==> src/rtl/bp_update_ctrl.sv <==
// ---------------------------------------------------------------------------
// bp_update_ctrl
//   Sequences the branch-predictor update port. Resolved conditional branches
//   from EX are buffered in a small FIFO and drained one per cycle into the
//   predictor's single update/waddr/br_en port. Also converts the core's
//   asynchronous active-low reset into the predictor's synchronous
//   active-high table-init reset (bp_rst), held for INIT_CYCLES edges.
//
// Parameters
//   DEPTH        FIFO entries (power of 2, >= 2)
//   PTR_W        $clog2(DEPTH)
//   INIT_CYCLES  rising edges bp_rst stays high after rst_n release (>= 1)
//
// Ports
//   clk, rst_n          core clock, async active-low reset
//   ex_valid/ex_pc/ex_br_en/ex_ready   EX-side push handshake
//   bp_hold             suppress draining this cycle
//   bp_rst              sync active-high predictor reset
//   bp_update/bp_waddr/bp_br_en        predictor update port (head entry)
//   bp_mispred          predictor mispredict for current bp_waddr
//   occupancy           current FIFO entry count
//   perf_br_cnt         updates issued
//   perf_mispred_cnt    updates issued with bp_mispred=1
//
// Build option
//   BP_PERF_CNT_EN  defined: performance counters implemented.
//                   undefined: no counter flops, perf outputs tied to zero.
// ---------------------------------------------------------------------------
module bp_update_ctrl #(
  parameter int unsigned DEPTH       = 4,
  parameter int unsigned PTR_W       = 2,
  parameter int unsigned INIT_CYCLES = 2
) (
  input  logic               clk,
  input  logic               rst_n,
  input  logic               ex_valid,
  input  logic [31:0]        ex_pc,
  input  logic               ex_br_en,
  output logic               ex_ready,
  input  logic               bp_hold,
  output logic               bp_rst,
  output logic               bp_update,
  output logic [31:0]        bp_waddr,
  output logic               bp_br_en,
  input  logic               bp_mispred,
  output logic [PTR_W:0]     occupancy,
  output logic [31:0]        perf_br_cnt,
  output logic [31:0]        perf_mispred_cnt
);

  typedef enum logic {
    S_INIT,
    S_RUN
  } state_t;

  localparam logic [PTR_W:0] DEPTH_C    = (PTR_W+1)'(DEPTH);
  localparam logic [31:0]    INIT_LAST  = 32'(INIT_CYCLES - 1);

  state_t           state;
  logic [31:0]      init_cnt;
  logic [PTR_W-1:0] head;
  logic [PTR_W-1:0] tail;
  logic [PTR_W:0]   count;

  logic [31:0]      mem_pc [DEPTH];
  logic             mem_en [DEPTH];

  logic             push;
  logic             pop;

  // Readiness depends only on registered state: a full queue stays closed
  // even in a cycle where the head is being drained.
  always_comb begin
    ex_ready  = (state == S_RUN) && (count < DEPTH_C);
    bp_update = (state == S_RUN) && (count != '0) && !bp_hold;
    push      = ex_valid && ex_ready;
    pop       = bp_update;
    bp_waddr  = '0;
    bp_br_en  = 1'b0;
    if (count != '0) begin
      bp_waddr = mem_pc[head];
      bp_br_en = mem_en[head];
    end
  end

  assign occupancy = count;

  // Control FSM, pointers and count.
  always_ff @(posedge clk or negedge rst_n) begin
    if (!rst_n) begin
      state    <= S_INIT;
      init_cnt <= '0;
      bp_rst   <= 1'b1;
      head     <= '0;
      tail     <= '0;
      count    <= '0;
    end else begin
      case (state)
        S_INIT: begin
          init_cnt <= init_cnt + 32'd1;
          if (init_cnt == INIT_LAST) begin
            state  <= S_RUN;
            bp_rst <= 1'b0;
          end
        end
        S_RUN: begin
          bp_rst <= 1'b0;
        end
        default: begin
          state  <= S_INIT;
          bp_rst <= 1'b1;
        end
      endcase

      if (push) tail <= tail + 1'b1;
      if (pop)  head <= head + 1'b1;

      case ({push, pop})
        2'b10:   count <= count + 1'b1;
        2'b01:   count <= count - 1'b1;
        default: count <= count;
      endcase
    end
  end

  // Entry storage needs no reset: reads are masked while count is zero.
  always_ff @(posedge clk) begin
    if (push) begin
      mem_pc[tail] <= ex_pc;
      mem_en[tail] <= ex_br_en;
    end
  end

`ifdef BP_PERF_CNT_EN
  always_ff @(posedge clk or negedge rst_n) begin
    if (!rst_n) begin
      perf_br_cnt      <= '0;
      perf_mispred_cnt <= '0;
    end else if (bp_update) begin
      perf_br_cnt <= perf_br_cnt + 32'd1;
      if (bp_mispred) perf_mispred_cnt <= perf_mispred_cnt + 32'd1;
    end
  end
`else
  logic unused_mispred;
  assign unused_mispred   = bp_mispred;
  assign perf_br_cnt      = '0;
  assign perf_mispred_cnt = '0;
`endif

endmodule

==> config.mk <==
export PLATFORM = sky130hd
export DESIGN_NAME = bp_update_ctrl
export DESIGN_NICKNAME = d
export VERILOG_FILES = /design/src/rtl/bp_update_ctrl.sv
export SDC_FILE = /design/constraint.sdc
export NUM_CORES = 1
export LEC_CHECK = 0
export BUFFER_PORTS_ARGS = -buffer_cell sky130_fd_sc_hd__buf_2
export CAP_MARGIN = 10
export CORE_MARGIN = 5
export CORE_UTILIZATION = 35
export CTS_BUF_LIST = sky130_fd_sc_hd__clkbuf_8 sky130_fd_sc_hd__clkbuf_16
export CTS_CLUSTER_SIZE = 12
export DETAILED_ROUTE_END_ITERATION = 12
export PLACE_DENSITY = 0.63
export SLEW_MARGIN = 10
export SYNTH_ARGS = -nofsm -noshare
export SYNTH_HDL_FRONTEND = slang
export SYNTH_SLANG_ARGS = --single-unit
export TNS_END_PERCENT = 50
==> constraint.sdc <==
create_clock -name clk -period 2.6 [get_ports clk]
set_input_delay 0.13 -clock clk [delete_from_list [all_inputs] [get_ports clk]]
set_output_delay 0.13 -clock clk [all_outputs]
set_load 0.02 [all_outputs]
==> metrics.cfg, run 1 <==
[run_status]
outcome=complete, no violations

[logic_synthesis]
netlist.area_leader.share_pct=52.6
ys_top_cells_by_area=edfxtp_1 (53%), dfrtp_1 (13%), mux4_2 (9.9%)
synth_largest_area_cell=edfxtp_1
syn_inst=460
syn_avg_cell_area_sq_um=16.4
synthSimpleGateAreaFrac_pct=9.25
synth_seq_area_share_pct=66.3
ys_ff_latch=173
synth.distinct_cells=39
yosys.area_share.adder_pct=1.43
synth_xor_area_share_pct=4.30
synth_top_family_by_area=multiplexers
synth_mux_area_share_pct=10.1
ys.warnings.count=0
netlist_area_sq_um=7530
synth_compound_area_share_pct=0.166

[floorplan]
die_w_um=157
io_pins=141
dieArea_sq_um=24600
die_h_um=157
start_util_pct=35.7
rows=53
core_area_sq_um=21100

[timing]
rsz0062_at_grt=false
min_period_over_period_pct=89.5
clock.fmax_mhz=430
setup_viol=0
slew_violations=0
fin_hold_ws_ns=0.132
max_slew_margin_pct=39.4
setup-tns-final_ns=0
worstMarginPinSlew_ns=0.908
finalHoldViolCount=0
skew_ns=0.0119
period_needed_ns=2.33

[grt]
grt_antenna_before_repair=1
grt_pass1_vias=4181
gr-total-overflow=0
grt_pass1_wl_mm=22.7
grt_max_degree=42
grtUsageTotal_pct=12.1

[finish]
nFillCells=1882
nNetsFinal=627
drive_gt1_share_pct=28.1
diodes=0
final_cell_area_sq_um=9030
post-route-util_pct=42.8
area_growth_pct=19.9

[clocking]
cts_resized=0
clk_latency_ns=0.43
cts_inserted_buffers=17
clkTransAtPathRegs_ns=0.07
cts.sink_count=173
cts_tree=built
htreeDepth=4
cts_buffer_depth=2
cts-root-buf=clkbuf_16

[drt]
post_drt_via_cell_ratio=4.55
drt_wl_total_mm=14.4
route.detailed.drc=0
drt-initial-drc-count=269
wl_per_cell_um=16.5
vias=3955
drtPass1Iterations=4
drtAntennaViolNets=0

[power_and_ir_drop]
ir_drop_v=0.000505
p_leak_nw=3.57
power.density_nw_per_um2=989

[setup_path]
cp_slowest_cell=dfrtp_2
max_stage_delay_ns=0.64
worst_ep_arrival_time_ns=2.20
cp_cell_sequence=buf_4 -> mux4_2 -> nor2b_1 -> buf_2
required_ns=2.47
critPathLaunchType=flop
critPathBufInv=2
crit_family=flip-flops
cp-end-kind=output port
path_class=flop to output port
cp_max_fo=13

[placed_design]
port-buffer-count=75
placed_area_sq_um=8090
gp_congestion=0.761
dp_hpwl_mm=9.48

[hold_path]
hp-class=input pin to flop

[flow_run]
maxCapViolations=0

-- layout by cell type, fill, tap and decap left out, drive strengths merged --
cell type and instances:
dlygate4sd3 34, clkbuf 17, nor3 9, xnor2 15, nor3b 2, inv 25
and3 6, xor2 22, nand4b 1, nor4b 1, and4 4, clkinv 3
and3b 1, fa 1, nand4 9, nand2 9, nor2 7, buf 87
nand3 8, dfrtp 40, o21ai 1, ha 7, and2 1, clkinvlp 1
or3 1, nor2b 35, mux4 33, mux2i 2, nor4 14, o21bai 1
conb 64, dfstp 1, edfxtp 132
-- per-stage QoR --
step / setup slack (ns) / cells / power (W)
2_1_floorplan: 0.00860 / 523 / 0.00555
3_3_place_gp: 0.579 / 803 / 0.00644
3_5_place_dp: 0.512 / 803 / 0.00651
4_1_cts: 0.194 / 869 / 0.00909
5_1_grt: 0.115 / 869 / 0.00940
6_report: 0.273 / 869 / 0.00893
-- state kept, by name (all words and copies together) (netlist names) --
register,flops
tail,2
init_cnt,32
occupancy,3
head,2
mem_en,4
state,1
mem_pc,128
bp_rst,1
-- logic make-up after synthesis --
logic type	Yosys count
compound gates	2
xor+xnor	37
fa+ha+maj	8
buf+inv	96
flops	173
mux	35
other cells	1
simple gates	108
-- cells in the mapped netlist --
cell type / n
nor3b_1: 1
nand2_1: 9
nand4_2: 1
mux4_2: 33
edfxtp_1: 132
dfstp_2: 1
nand3_2: 1
and4_1: 3
inv_1: 14
or3_1: 1
nand4_1: 7
nor2b_1: 35
nand4b_1: 1
and2_1: 1
nand3_1: 7
nor3b_2: 1
nand4_4: 1
buf_4: 66
fa_1: 1
nor4b_1: 1
xnor2_1: 15
o21bai_1: 1
o21ai_0: 1
clkbuf_2: 1
conb_1: 1
buf_2: 6
and4_2: 1
nor4_4: 2
mux2i_1: 2
dfrtp_1: 40
xor2_1: 22
nor4_1: 12
and3b_1: 1
nor3_1: 9
nor2_1: 7
ha_1: 7
and3_1: 6
clkbuf_1: 7
buf_6: 2
-- worst paths after layout --
kind | end | from | slack [ns] | depth (start not counted)
max reg2reg | occupancy[2]$_DFFE_PN0P_ | state$_DFF_PN0_ | 0.47 | 9
min | tail[0]$_DFFE_PN0P_ | ex_valid | 0.13 | 3
min in group asynchronous | init_cnt[20]$_DFFE_PN0N_ | rst_n | 0.37 | 2
max in group asynchronous | head[1]$_DFFE_PN0P_ | rst_n | 1.61 | 2
max | bp_waddr[29] | head[0]$_DFFE_PN0P_ | 0.27 | 4
min reg2reg | bp_rst$_DFFE_PN1P_ | bp_rst$_DFFE_PN1P_ | 0.44 | 2
-- layout make-up --
class	count	area [sq um]	area share, %
clock inverter	15	180	2.00
tap	275	344	3.81
timing repair buffer	121	881	9.75
clock buffer	17	425	4.71
inverter	14	52.6	0.582
sequential	173	4990	55.3
multi-input combinational	254	2150	23.9
-- routing by layer --
layer | routed length (um) | global-route usage [%]
met5 | 13 | 0
met4 | 220 | 4.92
met3 | 865 | 2.99
met2 | 7330 | 20.1
met1 | 5950 | 15.1
-- worst reg2reg max path: stages, from the launching register on --
cell and delay [ns]:
dfrtp_1 0.52, nor2b_1 0.34, and2_1 0.26, inv_1 0.06, ha_1 0.20, inv_1 0.07, fa_1 0.17, xor2_1 0.17
nor2_1 0.07, xor2_1 0.14
-- repair_timing --
action | CTS | global route
hold endpoints to repair | 172 | 0
hold buffers | 34 | 0
buffers inserted | 0 | 0
-- power by group --
part	internal (W)	leakage (nW)	switching, W
sequential	0.00336	1.74	0.000197
combinational	0.00124	1.54	0.00161
clock	0.00132	0.293	0.00122
total	0.00591	3.57	0.00302
(Power assumes the default switching activity.)
==> inputs of run 2 (changes only) <==
PLACE_DENSITY = 0.54   (was 0.63)
==> metrics.cfg, run 2 (synthesis results as in run 1) <==
[placed_design]
gp_congestion=0.717  ; was 0.761
dp_hpwl_mm=9.39  ; was 9.48 mm
place_ws_ns=0.568  ; was 0.512 ns
port-buffer-count=75  ; unchanged
placed_area_sq_um=8060  ; was 8090 sq um

[setup_path]
cp_max_fo=13  ; unchanged
cp_slowest_cell=dfrtp_2  ; unchanged
max_stage_delay_ns=0.66  ; was 0.64 ns
cp_cell_sequence=buf_4 -> mux4_2 -> nor2b_1 -> buf_2  ; unchanged
reg2reg_to=occupancy[2]$_DFFE_PN0P_  ; unchanged
cp-end-kind=output port  ; unchanged
r2r_start=state$_DFF_PN0_  ; unchanged
r2r_cells=9  ; unchanged
critPathLaunchType=flop  ; unchanged
worst_ep_arrival_time_ns=2.22  ; was 2.20 ns
required_ns=2.47  ; about the same
r2r_slack_ns=0.57  ; was 0.47 ns
path_class=flop to output port  ; unchanged

[timing]
period_needed_ns=2.35  ; was 2.33 ns
skew_ns=0.0102  ; was 0.0119 ns
max_slew_margin_pct=36.3  ; was 39.4%
setup_viol=0  ; unchanged
fin_hold_ws_ns=0.156  ; was 0.132 ns
clock.fmax_mhz=425  ; was 430 MHz
finalHoldViolCount=0  ; unchanged
setup-tns-final_ns=0  ; unchanged
slew_violations=0  ; unchanged
worstMarginPinSlew_ns=0.956  ; was 0.908 ns
fin_ws_ns=0.247  ; was 0.273 ns
rsz0062_at_grt=false  ; unchanged
min_period_over_period_pct=90.5  ; was 89.5%

[floorplan]
rows=53  ; unchanged
io_pins=141  ; unchanged
die_w_um=157  ; unchanged
dieArea_sq_um=24600  ; unchanged
core_area_sq_um=21100  ; unchanged
die_h_um=157  ; unchanged
start_util_pct=35.7  ; unchanged

[finish]
top_register=mem_pc  ; unchanged
final_common_cell=edfxtp_1  ; unchanged
nNetsFinal=632  ; was 627
drive_gt1_share_pct=28.4  ; was 28.1%
diodes=0  ; unchanged
post-route-util_pct=42.6  ; was 42.8%
top_regs=mem_pc x128, init_cnt x32, mem_en x4  ; unchanged
final_cell_area_sq_um=8970  ; was 9030 sq um
largest_reg_flops=128  ; unchanged
mostFrequentLayoutCells=edfxtp_1 (132), buf_2 (75), conb_1 (64)  ; unchanged
area_growth_pct=19.2  ; was 19.9%

[hold_path]
min_to=head[1]$_DFFE_PN0P_  ; was tail[0]$_DFFE_PN0P_
hp-start=bp_hold  ; was ex_valid
hp-class=input pin to flop  ; unchanged
whs_path_depth=5  ; was 3

[drt]
drt-initial-drc-count=193  ; was 269
drt_wl_total_mm=14.1  ; was 14.4 mm
drtAntennaViolNets=0  ; unchanged
vias=3977  ; was 3,955
route.detailed.drc=0  ; unchanged
wl_per_cell_um=16.1  ; was 16.5 um
post_drt_via_cell_ratio=4.55  ; about the same
drtPass1Iterations=4  ; unchanged

[clocking]
cts_resized=0  ; unchanged
clk_latency_ns=0.42  ; was 0.43 ns
cts.sink_count=173  ; unchanged
cts_buffer_depth=2  ; unchanged
clkTransAtPathRegs_ns=0.06  ; was 0.07 ns
cts_tree=built  ; unchanged
cts_inserted_buffers=17  ; unchanged
cts_hold_buffers=34  ; unchanged
postCtsSetupRepairBufs=0  ; unchanged
cts-root-buf=clkbuf_16  ; unchanged
htreeDepth=4  ; unchanged

[power_and_ir_drop]
p_leak_nw=3.57  ; about the same
ir_drop_v=0.000415  ; was 0.000505 V
power.density_nw_per_um2=982  ; was 989 nW/um^2

[grt]
grt_max_degree=42  ; unchanged
grt_pass1_vias=4176  ; was 4,181
gr-total-overflow=0  ; unchanged
grt_pass1_wl_mm=22.5  ; was 22.7 mm
grtUsageTotal_pct=11.9  ; was 12.1%
grt_antenna_before_repair=0  ; was 1

[run_status]
outcome=complete, no violations  ; unchanged

[flow_run]
maxCapViolations=0  ; unchanged

## run 2: layout make-up
| cell class | count | area, sq um |
|---|---|---|
| well taps | 275 | 344 |
| fillers | 1940 | 12100 |
| multi-input cells | 254 | 2150 |
| flip-flops and latches | 173 | 4990 |
| inverters | 14 | 52.6 |
| repair buffers | 126 | 856 |
| clock inverters | 15 | 149 |
| clock buffers | 17 | 425 |
## run 2: worst max path at each step
stage	endpoint	cells past startpoint	slack, ns	from
after floorplan	occupancy[2]$_DFFE_PN0P_	8	0.009	occupancy[0]$_DFFE_PN0P_
after global routing	bp_waddr[7]	4	0.05	head[0]$_DFFE_PN0P_
final	bp_waddr[3]	4	0.25	head[0]$_DFFE_PN0P_
after CTS	bp_waddr[3]	4	0.15	head[0]$_DFFE_PN0P_
after detailed placement	occupancy[2]$_DFFE_PN0P_	9	0.57	state$_DFF_PN0_
after global placement	occupancy[2]$_DFFE_PN0P_	9	0.58	state$_DFF_PN0_
## run 2: stage by stage
stage	cells	power [W]
after CTS	874	0.00896
after global routing	874	0.00929
after global placement	808	0.00642
after detailed placement	808	0.00648
after floorplan	523	0.00555
final	874	0.00881
## run 2: worst max-delay path, delay by kind of cell (launching register included)
family | cells | cell delay [ns]
buffers and inverters | 2 | 0.49
multiplexers | 1 | 0.51
AND/OR/NAND/NOR | 1 | 0.15
flip-flops | 1 | 0.66
## run 2: layer usage
layer | GRT usage, % | share of wire, % | vias up
met1 | 14.6 | 42 | 2042
met5 | 0 | 0 | -
met4 | 3.35 | 1.1 | 0
li1 | - | - | 1821
met2 | 20.5 | 52 | 97
met3 | 3.40 | 5.4 | 17
## run 2: power breakdown
| group | leakage (nW) | switching [W] | internal, W |
|---|---|---|---|
| logic | 1.55 | 0.00160 | 0.00121 |
| registers | 1.74 | 0.000216 | 0.00336 |
| clock network | 0.286 | 0.00102 | 0.00141 |
